## config.mk

```make
export PLATFORM = sky130hd
export DESIGN_NAME = pipe_stage_skid
export DESIGN_NICKNAME = d
export VERILOG_FILES = /design/src/rtl/pipe_stage_skid_pkg.sv /design/src/rtl/pipe_slot.sv /design/src/rtl/pipe_stage_skid.sv
export SDC_FILE = /design/constraint.sdc
export NUM_CORES = 1
export LEC_CHECK = 0
export CAP_MARGIN = 20
export CORE_UTILIZATION = 45
export DETAILED_ROUTE_END_ITERATION = 10
export PLACE_DENSITY = 0.73
export SLEW_MARGIN = 10
export SYNTH_ARGS = -nofsm -noshare
export SYNTH_HDL_FRONTEND = slang
export SYNTH_SLANG_ARGS = --single-unit
```

## constraint.sdc

```tcl
create_clock -name clk -period 2.35 [get_ports clk]
set_input_delay 0.5875 -clock clk [delete_from_list [all_inputs] [get_ports clk]]
set_output_delay 0.5875 -clock clk [all_outputs]
set_load 0.02 [all_outputs]
```

## src/rtl/pipe_stage_skid_pkg.sv

```systemverilog
// Shared definitions for the skid-buffered pipeline stage.
//   OCC_W     : width of the occupancy output (holds 0..2).
//   PIPE_NOP  : instruction NOP encoding, the usual FLUSH_VALUE for IF/ID.
//   occ_e     : named occupancy states used by the stage control logic.
//   occ_of()  : maps the two slot valid bits onto an occ_e.
package pipe_stage_skid_pkg;

  localparam int          OCC_W    = 2;
  localparam logic [31:0] PIPE_NOP = 32'h0000_0013;  // addi x0, x0, 0

  typedef enum logic [OCC_W-1:0] {
    OCC_EMPTY = 2'd0,
    OCC_ONE   = 2'd1,
    OCC_FULL  = 2'd2
  } occ_e;

  // The skid slot is only ever filled while main is full, so the sum is 0..2.
  function automatic occ_e occ_of(input logic main_v, input logic skid_v);
    logic [OCC_W-1:0] sum;
    sum = {1'b0, main_v} + {1'b0, skid_v};
    return occ_e'(sum);
  endfunction

endpackage

```

## src/rtl/pipe_slot.sv

```systemverilog
// One pipeline holding slot: a WIDTH-bit data register plus its valid bit.
// Ports:
//   clk, rst : rising-edge clock, asynchronous active-low reset.
//   load     : capture d and mark valid.
//   unload   : mark empty, keep the data (the output holds its last value).
//   clear    : mark empty and force data to CLEAR_VALUE; beats load/unload.
//   d        : data to capture.
//   valid, q : slot contents.
module pipe_slot #(
  parameter int               WIDTH       = 32,
  parameter logic [WIDTH-1:0] RESET_VALUE = '0,
  parameter logic [WIDTH-1:0] CLEAR_VALUE = '0
) (
  input  logic             clk,
  input  logic             rst,
  input  logic             load,
  input  logic             unload,
  input  logic             clear,
  input  logic [WIDTH-1:0] d,
  output logic             valid,
  output logic [WIDTH-1:0] q
);

  // NOTE: state registers use non-blocking assignments so every flop samples
  // pre-edge values regardless of process evaluation order.
  always_ff @(posedge clk or negedge rst) begin
    if (!rst) begin
      valid <= 1'b0;
      // NOTE: the data register is reset too, because out_data has a defined
      // post-reset value; a plain storage array would not need this.
      q     <= RESET_VALUE;
    end else if (clear) begin
      valid <= 1'b0;
      q     <= CLEAR_VALUE;
    end else if (load) begin
      valid <= 1'b1;
      q     <= d;
    end else if (unload) begin
      valid <= 1'b0;
    end
  end

endmodule

```

## src/rtl/pipe_stage_skid.sv

```systemverilog
// Pipeline stage register with valid/ready handshake and a 2-entry skid
// buffer. Full throughput under back-pressure; in_ready comes straight from
// a flop so there is no combinational path from out_ready to in_ready.
// Ports:
//   clk, rst            : rising-edge clock, asynchronous active-low reset.
//   in_valid/in_ready   : producer handshake; in_data is its payload.
//   flush               : synchronous clear; out_data becomes FLUSH_VALUE.
//   out_valid/out_ready : consumer handshake; out_data is the head payload.
//   occupancy           : number of entries held (0..2).
module pipe_stage_skid
  import pipe_stage_skid_pkg::*;
#(
  parameter int               WIDTH       = 32,
  parameter logic [WIDTH-1:0] FLUSH_VALUE = '0,
  parameter logic [WIDTH-1:0] RESET_VALUE = '0
) (
  input  logic             clk,
  input  logic             rst,
  input  logic             in_valid,
  output logic             in_ready,
  input  logic [WIDTH-1:0] in_data,
  input  logic             flush,
  output logic             out_valid,
  input  logic             out_ready,
  output logic [WIDTH-1:0] out_data,
  output logic [OCC_W-1:0] occupancy
);

  logic             main_v, skid_v;
  logic [WIDTH-1:0] main_q, skid_q;
  logic [WIDTH-1:0] main_d;
  logic             accept, pop;
  logic             main_load, main_from_skid, main_unload;
  logic             skid_load, skid_unload;
  occ_e             occ;

  // The skid slot is empty exactly when the stage can take another word, so
  // its valid flop doubles as the registered in_ready.
  assign in_ready  = ~skid_v;
  assign out_valid = main_v;
  assign out_data  = main_q;
  assign occ       = occ_of(main_v, skid_v);
  assign occupancy = occ;

  assign accept = in_valid & in_ready;
  assign pop    = main_v & out_ready;

  // NOTE: every output of this block gets a default first, so no path leaves
  // a signal unassigned and no latch is inferred.
  always_comb begin
    main_load      = 1'b0;
    main_from_skid = 1'b0;
    main_unload    = 1'b0;
    skid_load      = 1'b0;
    skid_unload    = 1'b0;
    case (occ)
      OCC_EMPTY: main_load = accept;
      OCC_ONE: begin
        if (pop) begin
          main_load   = accept;
          main_unload = ~accept;
        end else begin
          // Consumer stalled: park the new word behind main.
          skid_load = accept;
        end
      end
      OCC_FULL: begin
        // in_ready is low here, so only a pop can move data: skid -> main.
        if (pop) begin
          main_load      = 1'b1;
          main_from_skid = 1'b1;
          skid_unload    = 1'b1;
        end
      end
      default: ;
    endcase
  end

  assign main_d = main_from_skid ? skid_q : in_data;

  pipe_slot #(
    .WIDTH      (WIDTH),
    .RESET_VALUE(RESET_VALUE),
    .CLEAR_VALUE(FLUSH_VALUE)
  ) u_main (
    .clk   (clk),
    .rst   (rst),
    .load  (main_load),
    .unload(main_unload),
    .clear (flush),
    .d     (main_d),
    .valid (main_v),
    .q     (main_q)
  );

  // Skid data is never observable while empty, so its clear value is moot.
  pipe_slot #(
    .WIDTH      (WIDTH),
    .RESET_VALUE(RESET_VALUE),
    .CLEAR_VALUE(RESET_VALUE)
  ) u_skid (
    .clk   (clk),
    .rst   (rst),
    .load  (skid_load),
    .unload(skid_unload),
    .clear (flush),
    .d     (in_data),
    .valid (skid_v),
    .q     (skid_q)
  );

endmodule

```

Yosys cells after proc, flatten, opt, wreduce, memory -nomap -nowiden
Index checks and enable logic that the tools add are counted.
Storage, ports and cells
  bits in registers: 66
  latch bits: 0
  bits in writable memories: 0
  ROM bits: 0
  word-level logic and storage cells: 35
  memories: 0
Cells by class
  add/sub/neg operators: 1
  $mul: 0
  divide/modulo/power cells: 0
  magnitude comparators: 0
  equal/unequal tests: 2
  shifts and indexed selects: 0
  mux-type cells: 19
  bitwise gates (word level): 4
  reductions and logical operators: 5
Operators by type and width (number)
  32-bit two-way mux: 5
  1-bit two-way mux: 13
  3-bit nonzero test: 2
  2-bit nonzero test: 2
  1-bit case mux with 3 select lines: 1
  1-bit by 1-bit adder with 2-bit output: 1
  1-bit AND: 2
  2-bit by 1-bit equality test with 1-bit output (second input constant): 1
  2-bit equality test (second input constant): 1
  2-bit zero test: 1
  1-bit NOT: 2

Depth between registers and ports, before layout
Gate-level depths: netlist (run 1).
  depth in word-level cells: 8
  depth in mapped cells: 9

Hierarchy
From an unflattened synthesis (run 1), not the netlist that was laid out.
Second synthesis, totals
  cells, all modules: 264
  area, all modules: 3350.7 um2
Modules (own cells, without submodules)
  pipe_slot: times used 2, cells each 108, area an instance 1370.1 um2, sequential area each 825.8 um2
  pipe_stage_skid: times used 1, cells each 48, area an instance 610.6 um2, sequential area each 0.0 um2

Worst setup path after synthesis (run 1)
OpenSTA, ideal clock, no wires.
  kind: reg2reg
  from: reg u_main.valid
  to: reg u_main.q[10]
  data arrival time: 2120 ps
  setup slack: 134 ps
  cell stages (with the launch flop): 10
  path buffers: 4
  period minus slack after synthesis: 2216 ps
  cell sequence: dfrtp_1 -> ha_1 -> and3_1 -> buf_6 -> a221o_1 -> buf_2 -> and2_4 -> buf_6 -> buf_6 -> a311oi_2
Between the ends
  cells in the longest elaborated chain, start to end: 6
  elaborated cells on any way between the ends: 13
Ends and longest elaborated chain
  start, declared: line pipe_slot.sv:20  | output logic valid,
  start signal, assigned: line pipe_slot.sv:28  | valid <= 1'b0;
  start signal, assigned: line pipe_slot.sv:33  | valid <= 1'b0;
  start signal, assigned: line pipe_slot.sv:36  | valid <= 1'b1;
  1-bit by 1-bit adder with 2-bit output (*): line pipe_stage_skid_pkg.sv:20  | sum = {1'b0, main_v} + {1'b0, skid_v};
  net occupancy[1]: line pipe_stage_skid.sv:26  | output logic [OCC_W-1:0] occupancy
  2-bit equality test: line pipe_stage_skid.sv:56  | case (occ)
  1-bit two-way mux: line pipe_stage_skid.sv:56
  32-bit two-way mux: line pipe_stage_skid.sv:79  | assign main_d = main_from_skid ? skid_q : in_data;
  32-bit two-way mux: line pipe_slot.sv:35  | end else if (load) begin
  32-bit two-way mux: line pipe_slot.sv:32  | end else if (clear) begin
  end signal, assigned: line pipe_slot.sv:31  | q <= RESET_VALUE;
  end signal, assigned: line pipe_slot.sv:34  | q <= CLEAR_VALUE;
  end signal, assigned: line pipe_slot.sv:37  | q <= d;
  end, declared: line pipe_slot.sv:21  | output logic [WIDTH-1:0] q
Mark *: on every way through the listed nets, which the timed path passes. The rest lies on a longest branch. The select of a mux whose other input is x is not followed.
A chain may end at the register's enable or synchronous reset.

Worst setup path after layout (run 1)
  from: reg u_main.valid
  to: out occupancy[1]
Between the ends
  cells in the longest elaborated chain, start to end: 1
Ends and longest elaborated chain (line)
  1-bit by 1-bit adder with 2-bit output: pipe_stage_skid_pkg.sv:20
  end, declared: pipe_stage_skid.sv:26
No other way between the ends.

==> metrics list, run 1 <==
* Depth of the CTS H-tree: 3
- The max-slew violation count is 0.
- Number of top-level pins: 73
- Starting Density: 0.4760
* Required time of the worst setup path: ~1.8 ns
- Sum of net half-perimeters after detailed placement: 4.740 mm
- FF+latch count, synth: 66
- Of the synthesized area, sequential elements account for 0.5372.
- The clock arrives with between 0.01 and 0.015 ns of skew.
* Part of the power in combinational logic: 0.350
- Timing would allow up to roughly 450 MHz.
- CTS root buf: clkbuf_8
- The number of antenna violations at the first check in global routing was 0.
- Clock-pin slew was measured on the worst setup and hold paths at 0.07 ns.
- Max-cap violations in this run came to 0.
* TNS Setup: 0 ns
- Count of different cell masters after synthesis: 21
* Net switching fraction of the power: 0.3331
* DRC: 1
- Worst-skew pair later-pin latency: ~0.34 ns
- Maximum number of pins on one net before global-route repair: 67
- Summing all multi-input logic gate instances after layout gives about 1300 um^2.
* Endpoint type of the worst setup path: output pin
- Routability-driven placement finished with a final weighted congestion of 0.7525.
* Sequential cell area in the final layout: around 1700 um^2
* Detailed Route WL: 7.401 mm
* Class of the most critical setup path: reg -> out
- Chip Width: approximately 85 um
- Buffers inserted to repair hold after CTS numbered 0.
* Syn avg cell area: around 11 um^2
* Layout Cell Area excl Fill: 4111 um^2
- Cells after Synth: ~280
- Outcome: complete, but fails checks
- After the first detailed-routing iteration, the DRC count stood at about 160.
* Avg Vias per Cell: a little under 6
- CORE AREA: approximately 6500 um^2
- Clock tree synthesis inserted a total of 9 buffers.
- Detail-routed net length per standard cell: 17.33 um
- Measured against its own limit, the worst slew margin works out to 0.6393.
* Placement-stage cell area: between 3000 and 4000 um^2
- Of the total power, registers draw 0.380.
- Chain of cells forming the critical path: ha_1 > clkdlybuf4s50_1
- Vertical extent of the die: 84.66 um
* Area of the die: just over 7000 um^2
- The worst register-to-register path ends at u_main.q[30]$_DFFE_PN0P_.
- Most common cell after layout, fill and taps aside: clkdlybuf4s50_1
* Number of buffer cells added on primary ports: a little over 70
* Standby leakage power: 1.759 nW
* Worst Tran Pin Value: ~0.54 ns
* RSZ-0062 raised after global routing: no
- The first TritonRoute pass finished after 10 iterations.
- Counting I/O delays and the setup requirement, the final critical path takes ~2.2 ns.
* Maximum resistive drop on vdd: around 0.00050 V
- The final number of hold-violating endpoints was 0.
- Of the total power, the clock network draws 0.270.
* Cell Pwr Density: 950.5 nW/um^2
- The via count of the first global-routing pass came to 2508.
- Summing over every cut layer, the via total after detailed routing is about 2500.
* Deepest clock path buffer count: 2
- Among all stages on the critical path, the largest delay is contributed by clkdlybuf4s50_1.
* CTS sink cnt: 66
- For the worst setup path, the data arrival time is about 1.6 ns.
- In this run the worst path has a maximum fanout of 8.
* Antenna violation net count after detailed routing: 0
- Of the available clock period, the critical path in the final layout requires 0.9433.
- The worst register-to-register path begins at u_skid.valid$_DFFE_PN0P_.
- Hold timing on the final database bottoms out at a slack of approximately 0.25 ns.
- Leaving out fill and tap cells, the most frequent cells in the layout are 69 x clkdlybuf4s50_1, 68 x nand2_1, 65 x dfrtp_1.
- The worst setup path is launched from a flop.
* Setup slack, reg-to-reg: 0.35 ns
* Proportion of layout cells with a drive suffix above 1: 0.1886
- R2R cell count: 6
- Among cell families on the critical path, the largest total delay comes from buffers and inverters.
- Global Route Usage Sum: 0.2268
- Slowest cell delay on critical path: ~0.63 ns
- After global routing the overflow that remains totals 0.
* Number of warnings issued by yosys: 0
* FP Rows: 29
* Crit path buf inv count: 1
- Violated checks: DRC
- Final-stage net count: about 380
* Final setup vio count: 0
- Post-Synthesis Cell Area: about 3000 um^2
* Fillers: about 550
- Post-synth net total: around 310
- Global-route wire length before repair: between 10 and 15 mm
* Cell Int Power: 0.002606 W
- The number of antenna diodes in the final layout is 0.
* Min-delay worst type: in -> async
- Clock tree from TritonCTS: yes
* Signed area change from the synthesized netlist to the final layout: 33.74%
* Power spent charging and discharging nets: approximately 0.0013 W
-- what timing repair did --
item	in CTS	in global routing
setup buffers	0	0
pin swaps	0	0
resized for setup	1	1
setup endpoints to repair	1	1
-- metrics by stage --
stage                     setup slack, ns  utilization  total power (W)  std cells
after floorplan                    0.1340            -         0.002330        275
after global placement           0.001778       0.6027         0.002854        411
after detailed placement         -0.04493       0.6027         0.002883        411
after CTS                         0.05011       0.6364         0.003935        427
after global routing              0.04907       0.6366         0.004105        427
final                              0.1332       0.6366         0.003908        427
-- flip-flops by register name, summed over array words and instances (netlist names) --
signal and count:
u_main.q 32, u_skid.valid 1, u_skid.q 32, u_main.valid 1
-- worst reg2reg max path, stage by stage, from the launching register on --
cell and delay (ns):
dfrtp_1 0.41, inv_1 0.13, ha_1 0.26, buf_4 0.16
a221o_1 0.35, and2_4 0.32, a311oi_1 0.27
-- final cells by class --
cell class,instances,area share
Sequential cell,66,0.4020
Timing Repair Buffer,87,0.2060
Tap cell,77,0.02343
Multi-Input combinational cell,179,0.3135
Clock buffer,11,0.03439
Inverter,2,0.001826
Clock inverter,5,0.01887
-- per-layer routing --
metal / global-route usage / vias to the layer above / part of all wire
li1: - / 1155 / -
met1: 0.2973 / 1233 / 0.42
met2: 0.3622 / 97 / 0.49
met3: 0.05900 / 17 / 0.072
met4: 0.08937 / 0 / 0.021
met5: 0 / - / 0
-- power by group through the flow --
stage / sequential [W] / clock [W] / combinational [W]
after CTS: 0.00149 / 0.00107 / 0.00138
after detailed placement: 0.00150 / 0 / 0.00138
after global placement: 0.00149 / 0 / 0.00136
after floorplan: 0.00165 / 0 / 0.000681
final: 0.00149 / 0.00106 / 0.00137
after global routing: 0.00151 / 0.00113 / 0.00147
-- how the worst max path moves through the flow --
stage | cells after the start | slack, ns | startpoint | to
after floorplan | 9 | 0.13 | u_main.valid$_DFFE_PN0P_ | u_main.q[10]$_DFFE_PN0P_
after global routing | 2 | 0.05 | u_main.valid$_DFFE_PN0P_ | occupancy[1]
after CTS | 2 | 0.05 | u_main.valid$_DFFE_PN0P_ | occupancy[1]
final | 2 | 0.13 | u_main.valid$_DFFE_PN0P_ | occupancy[1]
after detailed placement | 5 | -0.04 | out_ready | u_main.q[7]$_DFFE_PN0P_
after global placement | 5 | 0.002 | out_ready | u_main.q[8]$_DFFE_PN0P_
-- logic make-up (layout without fill, tap and decap cells) --
group	Yosys count	count (layout)	share of synthesized area
AOI/OAI and AO/OA	101	101	0.3057
adders and majority gates	2	2	0.008139
buffers and inverters	30	105	0.04925
DFF	66	66	0.5372
and+or+nand+nor	76	76	0.09972
-- synthesized netlist by cell type, drive strengths merged --
master   n  area, um^2
ha       2       25.02
or3      1       6.260
a221o    1       10.01
nand3    2       10.01
and2     1       8.760
a311oi  32       468.0
nor2b    1       6.260
a22o    32       280.3
and3     1       6.260
dfrtp   66        1652
buf      6       61.30
nand2   68       255.2
and4b    1       10.01
inv      2       7.510
o21ai    2       10.01
a21oi   33       165.2
a31oi    1       6.260
nor2     1       3.750
clkbuf  22       82.58
(Power assumes the default switching activity.)
==> inputs of run 2 (changes only) <==
--- a/config.mk
+++ b/config.mk
@@ -9,6 +9,7 @@
 export CORE_UTILIZATION = 45
 export DETAILED_ROUTE_END_ITERATION = 10
 export PLACE_DENSITY = 0.73
+export SETUP_SLACK_MARGIN = 0.1
 export SLEW_MARGIN = 10
 export SYNTH_ARGS = -nofsm -noshare
 export SYNTH_HDL_FRONTEND = slang
==> constraint.sdc (replaced) <==
create_clock -name clk -period 2.35 [get_ports clk]
set_input_delay 0.47 -clock clk [delete_from_list [all_inputs] [get_ports clk]]
set_output_delay 0.47 -clock clk [all_outputs]
set_load 0.02 [all_outputs]
==> run 2 against run 1 <==
Net effect:
- the run still ends with DRC left
- final area fell by 1.5%
- global-route usage fell by 0.55 points
- clock power fell by 16%
- clock skew barely moved
- first-iteration DRC count rose by 0.64%
- non-clock buffer count fell by 4
- critical path depth did not move
- setup slack improved by 0.078 ns
- via count fell by 3.9%
- highest routed layer unchanged
==> metrics list, run 2 (synthesis gave the netlist of run 1 again) <==
- The maximum clock frequency was 467.5 MHz (was 451.1 MHz).
- The share of cells above drive strength 1 is 0.1739 (was 0.1886).
- Standby leakage power: 1.726 nW (was 1.759 nW)
- Share of the cycle needed by the critical path after routing: 0.9103 (was 0.9433)
* Hold buffer count at CTS: 0 (unchanged)
* Clock tree from TritonCTS: yes (unchanged)
- The cell with the largest stage delay on the worst path was clkdlybuf4s50_1 (unchanged).
* R2R cell count: 4 (was 6)
* Final Wtd Congestion: 0.7855 (was 0.7525)
- The clock period minus worst slack came to 2.139 ns (was 2.217 ns).
* Setup slack, reg-to-reg: 0.30 ns (was 0.35 ns)
- Cell Pwr Density: 915.4 nW/um^2 (was 950.5 nW/um^2)
* Largest registers: u_main.q: 32 flops, u_skid.q: 32 flops (unchanged)
- Sum of net half-perimeters after detailed placement: 4.668 mm (was 4.740 mm)
- The most common cell after layout, fill and taps aside was clkdlybuf4s50_1 (unchanged).
- The total length of routed wires came to 7.234 mm (was 7.401 mm).
* RSZ-0062 raised after global routing: no (unchanged)
- The aggregate global-route resource usage came to 0.2213 (was 0.2268).
* Sequential cell area in the final layout: 1652 um^2 (was 1653 um^2)
- Maximum resistive drop on vdd: 0.0004919 V (was 0.0005047 V)
- CORE AREA: 6459 um^2 (unchanged)
- Violated checks: DRC (unchanged)
- Starting DRT DRC Count: 157 (was 156)
* Highest layer used for signal routing: met4 (unchanged)
- FP Rows: 29 (unchanged)
- CTS sink cnt: 66 (unchanged)
- Outcome: complete, but fails checks (unchanged)
* Antenna violations before repair: 0 (unchanged)
- The cell at the root of the clock tree is clkbuf_8 (unchanged).
- Clock Pin Slew Worst Setup and Hold Paths: 0.07 ns (about the same)
- CP Data Arrival Time: 1.67 ns (was 1.63 ns)
* Wire length on met3: 320 um (was 532 um)
- Number of top-level pins: 73 (unchanged)
- TNS Setup: 0 ns (unchanged)
- Slew headroom: 0.3695 (was 0.6393)
- Endpoint of the lowest-slack register-to-register path: u_skid.q[1]$_DFFE_PN0P_ (was u_main.q[30]$_DFFE_PN0P_)
- Depth of the CTS H-tree: 3 (unchanged)
- Min-delay worst type: in -> async (unchanged)
- Leading cell types in the layout, fill and taps excluded: 69 x clkdlybuf4s50_1, 68 x nand2_1, 66 x dfrtp_1 (was 69 x clkdlybuf4s50_1, 68 x nand2_1, 65 x dfrtp_1)
- Ant. Diodes: 0 (unchanged)
- Chain of cells forming the critical path: ha_1 > clkdlybuf4s50_1 (unchanged)
- The final setup skew was 0.009861 ns (was 0.01007 ns).
- Endpoint type of the worst setup path: output pin (unchanged)
- The TritonCTS buffer count was 9 (unchanged).
- Vertical extent of the die: 84.66 um (unchanged)
* Vias in the first global route: 2435 (was 2508)
- The number of vias after detailed routing was 2404 (was 2502).
* Max Transition Viols Final: 0 (unchanged)
* Final-stage net count: 380 (was 384)
- The total global routing overflow is 0 (unchanged).
- Post-route worst hold slack: 0.2149 ns (was 0.2505 ns)
- Worst Tran Pin Value: 0.9457 ns (was 0.5410 ns)
- Total length of routed met2 wires: 3.743 mm (was 3.630 mm)
- The count of antenna-violating nets left after detailed routing is 0 (unchanged).
- The maximum number of buffers from clock root to sink is 2 (unchanged).
- The multi-input gate area in the final layout came to 1289 um^2 (unchanged).
- The endpoint required time on the critical path was 1.88 ns (was 1.76 ns).
- Worst-skew pair later-pin latency: 0.32 ns (was 0.34 ns)
- The highest net fanout along the worst path was 8 (unchanged).
- The wire length per cell after detailed routing was 17.14 um (was 17.33 um).
* Slowest cell delay on critical path: 0.63 ns (about the same)
- Avg Vias per Cell: 5.697 (was 5.859)
- Capture point of the critical path: occupancy[1] (unchanged)
- The kind of start point of the critical path is a flop (unchanged).
- The routed metal-1 wirelength is 3.112 mm (was 3.082 mm).
- The area growth from synthesis to layout came to 31.79% (was 33.74%).
* Class of the most critical setup path: reg -> out (unchanged)
* Global-route wire length before repair: 12.32 mm (was 12.61 mm)
- The fill cell instance count of the final layout was 557 (was 545).
- Detailed Routing Iterations Pass 1: 7 (was 10)
- The floorplan die width was 84.66 um (unchanged).
- Number of buffer cells added on primary ports: 72 (unchanged)
- Number of failing hold endpoints at the final stage: 0 (unchanged)
- Area of the die: 7166 um^2 (unchanged)
- The number of max-capacitance violations reported came to 0 (unchanged).
- The worst setup path startpoint was u_main.valid$_DFFE_PN0P_ (unchanged).
- The number of endpoints failing setup at the final stage came to 0 (unchanged).
- DRC: 3 (was 1)
* Starting Density: 0.4760 (unchanged)
* Maximum number of pins on one net before global-route repair: 37 (was 67)
- R2r startpoint: u_main.valid$_DFFE_PN0P_ (was u_skid.valid$_DFFE_PN0P_)
[run 2: metal layers]
layer | up-vias | GRT usage
li1 | 1151 | -
met2 | 61 | 0.3695
met4 | 0 | 0.07704
met5 | - | 0
met3 | 4 | 0.03736
met1 | 1188 | 0.2932
[run 2: power breakdown]
part | switching (W) | total, W | internal (W) | leakage [nW]
Sequential | 0.000132 | 0.00148 | 0.00135 | 0.889
Clock | 0.000393 | 0.000887 | 0.000494 | 0.0948
Combinational | 0.000726 | 0.00134 | 0.000614 | 0.743
Total | 0.00125 | 0.00371 | 0.00246 | 1.73
[run 2: worst min-delay path by stage]
stage / start / endpoint / slack [ns] / depth (start not counted)
floorplan: rst / u_main.q[0]$_DFFE_PN0P_ / 0.17 / 0
global placement: u_skid.q[6]$_DFFE_PN0P_ / u_skid.q[6]$_DFFE_PN0P_ / 0.49 / 1
detailed placement: u_skid.q[26]$_DFFE_PN0P_ / u_skid.q[26]$_DFFE_PN0P_ / 0.49 / 1
CTS: rst / u_main.q[28]$_DFFE_PN0P_ / 0.23 / 1
global route: rst / u_main.q[28]$_DFFE_PN0P_ / 0.27 / 1
finish: rst / u_skid.q[28]$_DFFE_PN0P_ / 0.21 / 1
[run 2: per-stage QoR]
step                      power (W)    util  setup WS [ns]  area [um^2]  instances
final                      0.003709  0.6273         0.2108         4051        422
after global routing       0.003925  0.6273         0.1125         4051        422
after CTS                  0.003748  0.6273         0.1954         4051        422
after detailed placement   0.002860  0.5980        -0.1093         3862        407
after global placement     0.002837  0.5980       -0.02536         3862        407
after floorplan            0.002330       -         0.1340         3074        275
[run 2: layout make-up]
class | instances | area share
Multi-Input combinational cell | 179 | 0.3181
Clock inverter | 1 | 0.001853
Sequential cell | 66 | 0.4077
Tap cell | 77 | 0.02378
Clock buffer | 14 | 0.04509
Timing Repair Buffer | 83 | 0.2017
Inverter | 2 | 0.001853
[run 2: timing repair]
| item | in CTS | in global routing |
|---|---|---|
| buffers inserted | 0 | 0 |
| gates resized for setup | 1 | 0 |
| setup endpoints to repair | 1 | 0 |
[run 2: worst max-delay path, delay by kind of cell, from the launching register on]
kind | cells | cell delay (ns)
flops | 1 | 0.46
fa+ha+maj | 1 | 0.27
buf+inv | 1 | 0.63
==> inputs of run 3 (changes only) <==
--- a/config.mk
+++ b/config.mk
@@ -6,7 +6,9 @@
 export NUM_CORES = 1
 export LEC_CHECK = 0
 export CAP_MARGIN = 20
+export CORE_MARGIN = 4
 export CORE_UTILIZATION = 45
+export CTS_CLUSTER_DIAMETER = 30
 export DETAILED_ROUTE_END_ITERATION = 10
 export PLACE_DENSITY = 0.73
 export SETUP_SLACK_MARGIN = 0.1
==> run 3 against run 2 <==
Net effect:
- the flow now finishes without violations
- first-iteration DRC count fell by 15%
- critical endpoint unchanged
- total power fell by 1.3%
- sequential power barely moved
- critical path type unchanged
- register-to-register slack got worse by 0.08 ns
- core utilization fell by 0.93 points
- routed wire length rose by 5.6%
- combinational power barely moved
- cell count fell by 0.71%
- global-route usage fell by 2.9 points
- critical path depth did not move
- non-clock buffer count did not move
==> metrics list, run 3 (synthesis gave the netlist of run 1 again) <==
- Global Route Usage Sum: 0.1919 (was 0.2213)
- Cell Pwr Density: 912.3 nW/um^2 (was 915.4 nW/um^2)
* Type of element launching the critical path: flop (unchanged)
* Total via count after detailed routing: 2461 (was 2404)
- The most common cell after layout, fill and taps aside was clkdlybuf4s50_1 (unchanged).
- The final number of hold-violating endpoints came to 0 (unchanged).
- The die outline height came to 90.66 um (was 84.66 um).
- Number of buffer cells added on primary ports: 72 (unchanged)
* Clock Pin Slew Worst Setup and Hold Paths: 0.07 ns (about the same)
- The maximum clock frequency was 460.6 MHz (was 467.5 MHz).
- Cell Int Power: 0.002407 W (was 0.002458 W)
- Most Used Layer, Global Route: met2 (unchanged)
- The total net switching power came to 0.001255 W (was 0.001251 W).
- R2r startpoint: u_main.valid$_DFFE_PN0P_ (unchanged)
* Chip Width: 90.66 um (was 84.66 um)
- Sequential cell area in the final layout: 1652 um^2 (unchanged)
* Number of top-level pins: 73 (unchanged)
- Starting Density: 0.4733 (was 0.4760)
- The total of hold buffers inserted after clock tree synthesis was 0 (unchanged).
- Standby leakage power: 1.713 nW (was 1.726 nW)
- Worst Tran Pin Value: 1.008 ns (was 0.9457 ns)
- The worst-case headroom to the max-slew limit was 0.3280 (was 0.3695).
- The portion of total power attributed to sequential cells is 0.405 (was 0.400).
* Endpoint type of the worst setup path: output pin (unchanged)
- Required time of the worst setup path: 1.88 ns (about the same)
* Part of the power in combinational logic: 0.367 (was 0.361)
* Proportion of layout cells with a drive suffix above 1: 0.1696 (was 0.1739)
* CORE AREA: 6495 um^2 (was 6459 um^2)
- The largest stage delay on the critical path is 0.63 ns (about the same).
* Met3 Resource Use GR: 0.03250 (was 0.03736)
* Detail-routed net length per standard cell: 18.22 um (was 17.14 um)
- Met2 usage: 0.3267 (was 0.3695)
- The switching portion of total power came to 0.3426 (was 0.3372).
- Area of the multi-input gates: 1289 um^2 (unchanged)
- RSZ-0062 raised after global routing: no (unchanged).
* Detailed Routing Iterations Pass 1: 4 (was 7)
- CTS sink cnt: 66 (unchanged)
- DRC: 0 (was 3)
- Ant. Diodes: 0 (unchanged)
- Max Transition Viols Final: 0 (unchanged)
* Depth of the CTS H-tree: 3 (unchanged)
* Post-route worst hold slack: 0.1462 ns (was 0.2149 ns)
- The maximum number of buffers from clock root to sink is 2 (unchanged).
- Antenna violations before repair: 0 (unchanged)
- Global-route wire length before repair: 12.58 mm (was 12.32 mm)
- Class of the most critical setup path: reg -> out (unchanged)
* Fillers: 518 (was 557)
* Avg Vias per Cell: 5.874 (was 5.697)
- Number of max-cap violations: 0 (unchanged)
* Largest registers: u_main.q: 32 flops, u_skid.q: 32 flops (unchanged)
- The number of endpoints failing setup at the final stage is 0 (unchanged).
- Worst-skew pair later-pin latency: 0.34 ns (was 0.32 ns)
* Cell with the largest stage delay on the worst path: clkdlybuf4s50_1 (unchanged)
- Placement-stage cell area: 3850 um^2 (was 3862 um^2)
- The total non-filler cell area in the finished layout was 4014 um^2 (was 4051 um^2).
- Sum of net half-perimeters after detailed placement: 4.823 mm (was 4.668 mm)
- The total global routing overflow came to 0 (unchanged).
* Detailed Route WL: 7.636 mm (was 7.234 mm)
* Cts bufs inserted: 9 (unchanged)
- Overall power consumption: 0.003662 W (was 0.003709 W)
* Chain of cells forming the critical path: ha_1 > clkdlybuf4s50_1 (unchanged)
- CTS root buf: clkbuf_8 (unchanged)
- The part of the total power dissipated in the clock network came to 0.228 (was 0.239).
- Maximum resistive drop on vdd: 0.0005547 V (was 0.0004919 V)
- Fraction of the core area covered by cells at the end of the flow: 0.6180 (was 0.6273)
- The pin count of the biggest net entering global routing was 37 (unchanged).
* FP Rows: 29 (unchanged)
- The ratio of final minimum period to clock period was 0.9238 (was 0.9103).
* Crit path buf inv count: 1 (unchanged)
- The critical path arrival was 1.70 ns (was 1.67 ns).
* Clock tree from TritonCTS: yes (unchanged)
- The cell family with the largest share of critical-path delay was buffers and inverters (unchanged).
- Minimum clock period: 2.171 ns (was 2.139 ns)
- Final-stage net count: 380 (unchanged)
- The total die area is 8218 um^2 (was 7166 um^2).
* Final worst clock skew: 0.004325 ns (was 0.009861 ns)
* Startpoint of the most critical setup path: u_main.valid$_DFFE_PN0P_ (unchanged)
- The total negative setup slack was 0 ns (unchanged).
- Final Wtd Congestion: 0.7323 (was 0.7855)
- Outcome: complete, no violations (was complete, but fails checks)
- Vias in the first global route: 2505 (was 2435)
* Starting DRT DRC Count: 133 (was 157)
* Maximum net fanout on the critical path: 8 (unchanged)
* Leading cell types in the layout, fill and taps excluded: 69 x clkdlybuf4s50_1, 68 x nand2_1, 66 x dfrtp_1 (unchanged)
* Antenna violation net count after detailed routing: 0 (unchanged)
- Min-delay worst type: in -> async (unchanged)
- The area growth from synthesis to layout was 30.57% (was 31.79%).
- Global-route met1 utilization: 0.2353 (was 0.2932)
run 3: cell count changes in the layout (fill, tap and decap cells not counted):
cell and change:
buf_12 -1, buf_4 +1, clkbuf_8 -1, clkbuf_1 -1, clkinvlp_4 -1
run 3: worst paths after layout:
kind                                       endpoint  cells after the start  slack [ns]
min in group clk           u_skid.q[17]$_DFFE_PN0P_                      1        0.51
max reg2reg                u_skid.q[12]$_DFFE_PN0P_                      4        0.22
max                                    occupancy[1]                      2        0.18
min reg2reg                u_skid.q[17]$_DFFE_PN0P_                      1        0.51
max in group asynchronous  u_skid.q[29]$_DFFE_PN0P_                      2        1.46
min                        u_skid.q[13]$_DFFE_PN0P_                      1        0.15
run 3: cell type report:
cell class                      count  share of cell area
Sequential cell                    66              0.4115
Inverter                            2            0.001870
Multi-Input combinational cell    179              0.3211
Tap cell                           77             0.02400
Clock buffer                       12             0.04115
Timing Repair Buffer               83              0.2004
run 3: power by group through the flow:
stage / sequential, W / clock [W] / combinational [W]
final: 0.00148 / 0.000833 / 0.00134
after global routing: 0.00151 / 0.000890 / 0.00145
after CTS: 0.00148 / 0.000857 / 0.00136
after detailed placement: 0.00150 / 0 / 0.00136
after global placement: 0.00149 / 0 / 0.00134
after floorplan: 0.00165 / 0 / 0.000681
run 3: stage by stage:
| step | instances | setup slack (ns) |
|---|---|---|
| after detailed placement | 407 | -0.1371 |
| after global routing | 419 | 0.1021 |
| after global placement | 407 | -0.01891 |
| after floorplan | 275 | 0.1340 |
| after CTS | 419 | 0.1730 |
| final | 419 | 0.1791 |
run 3: timing repair:
item | CTS | global route
resized for setup | 1 | 0
setup buffers | 0 | 0
setup endpoints to repair | 1 | 0
run 3: metal layers:
metal  up-vias  wire, um
li1       1145         -
met1      1237      3259
met2        70      3880
met3         9       361
met4         0       134
met5         -         0
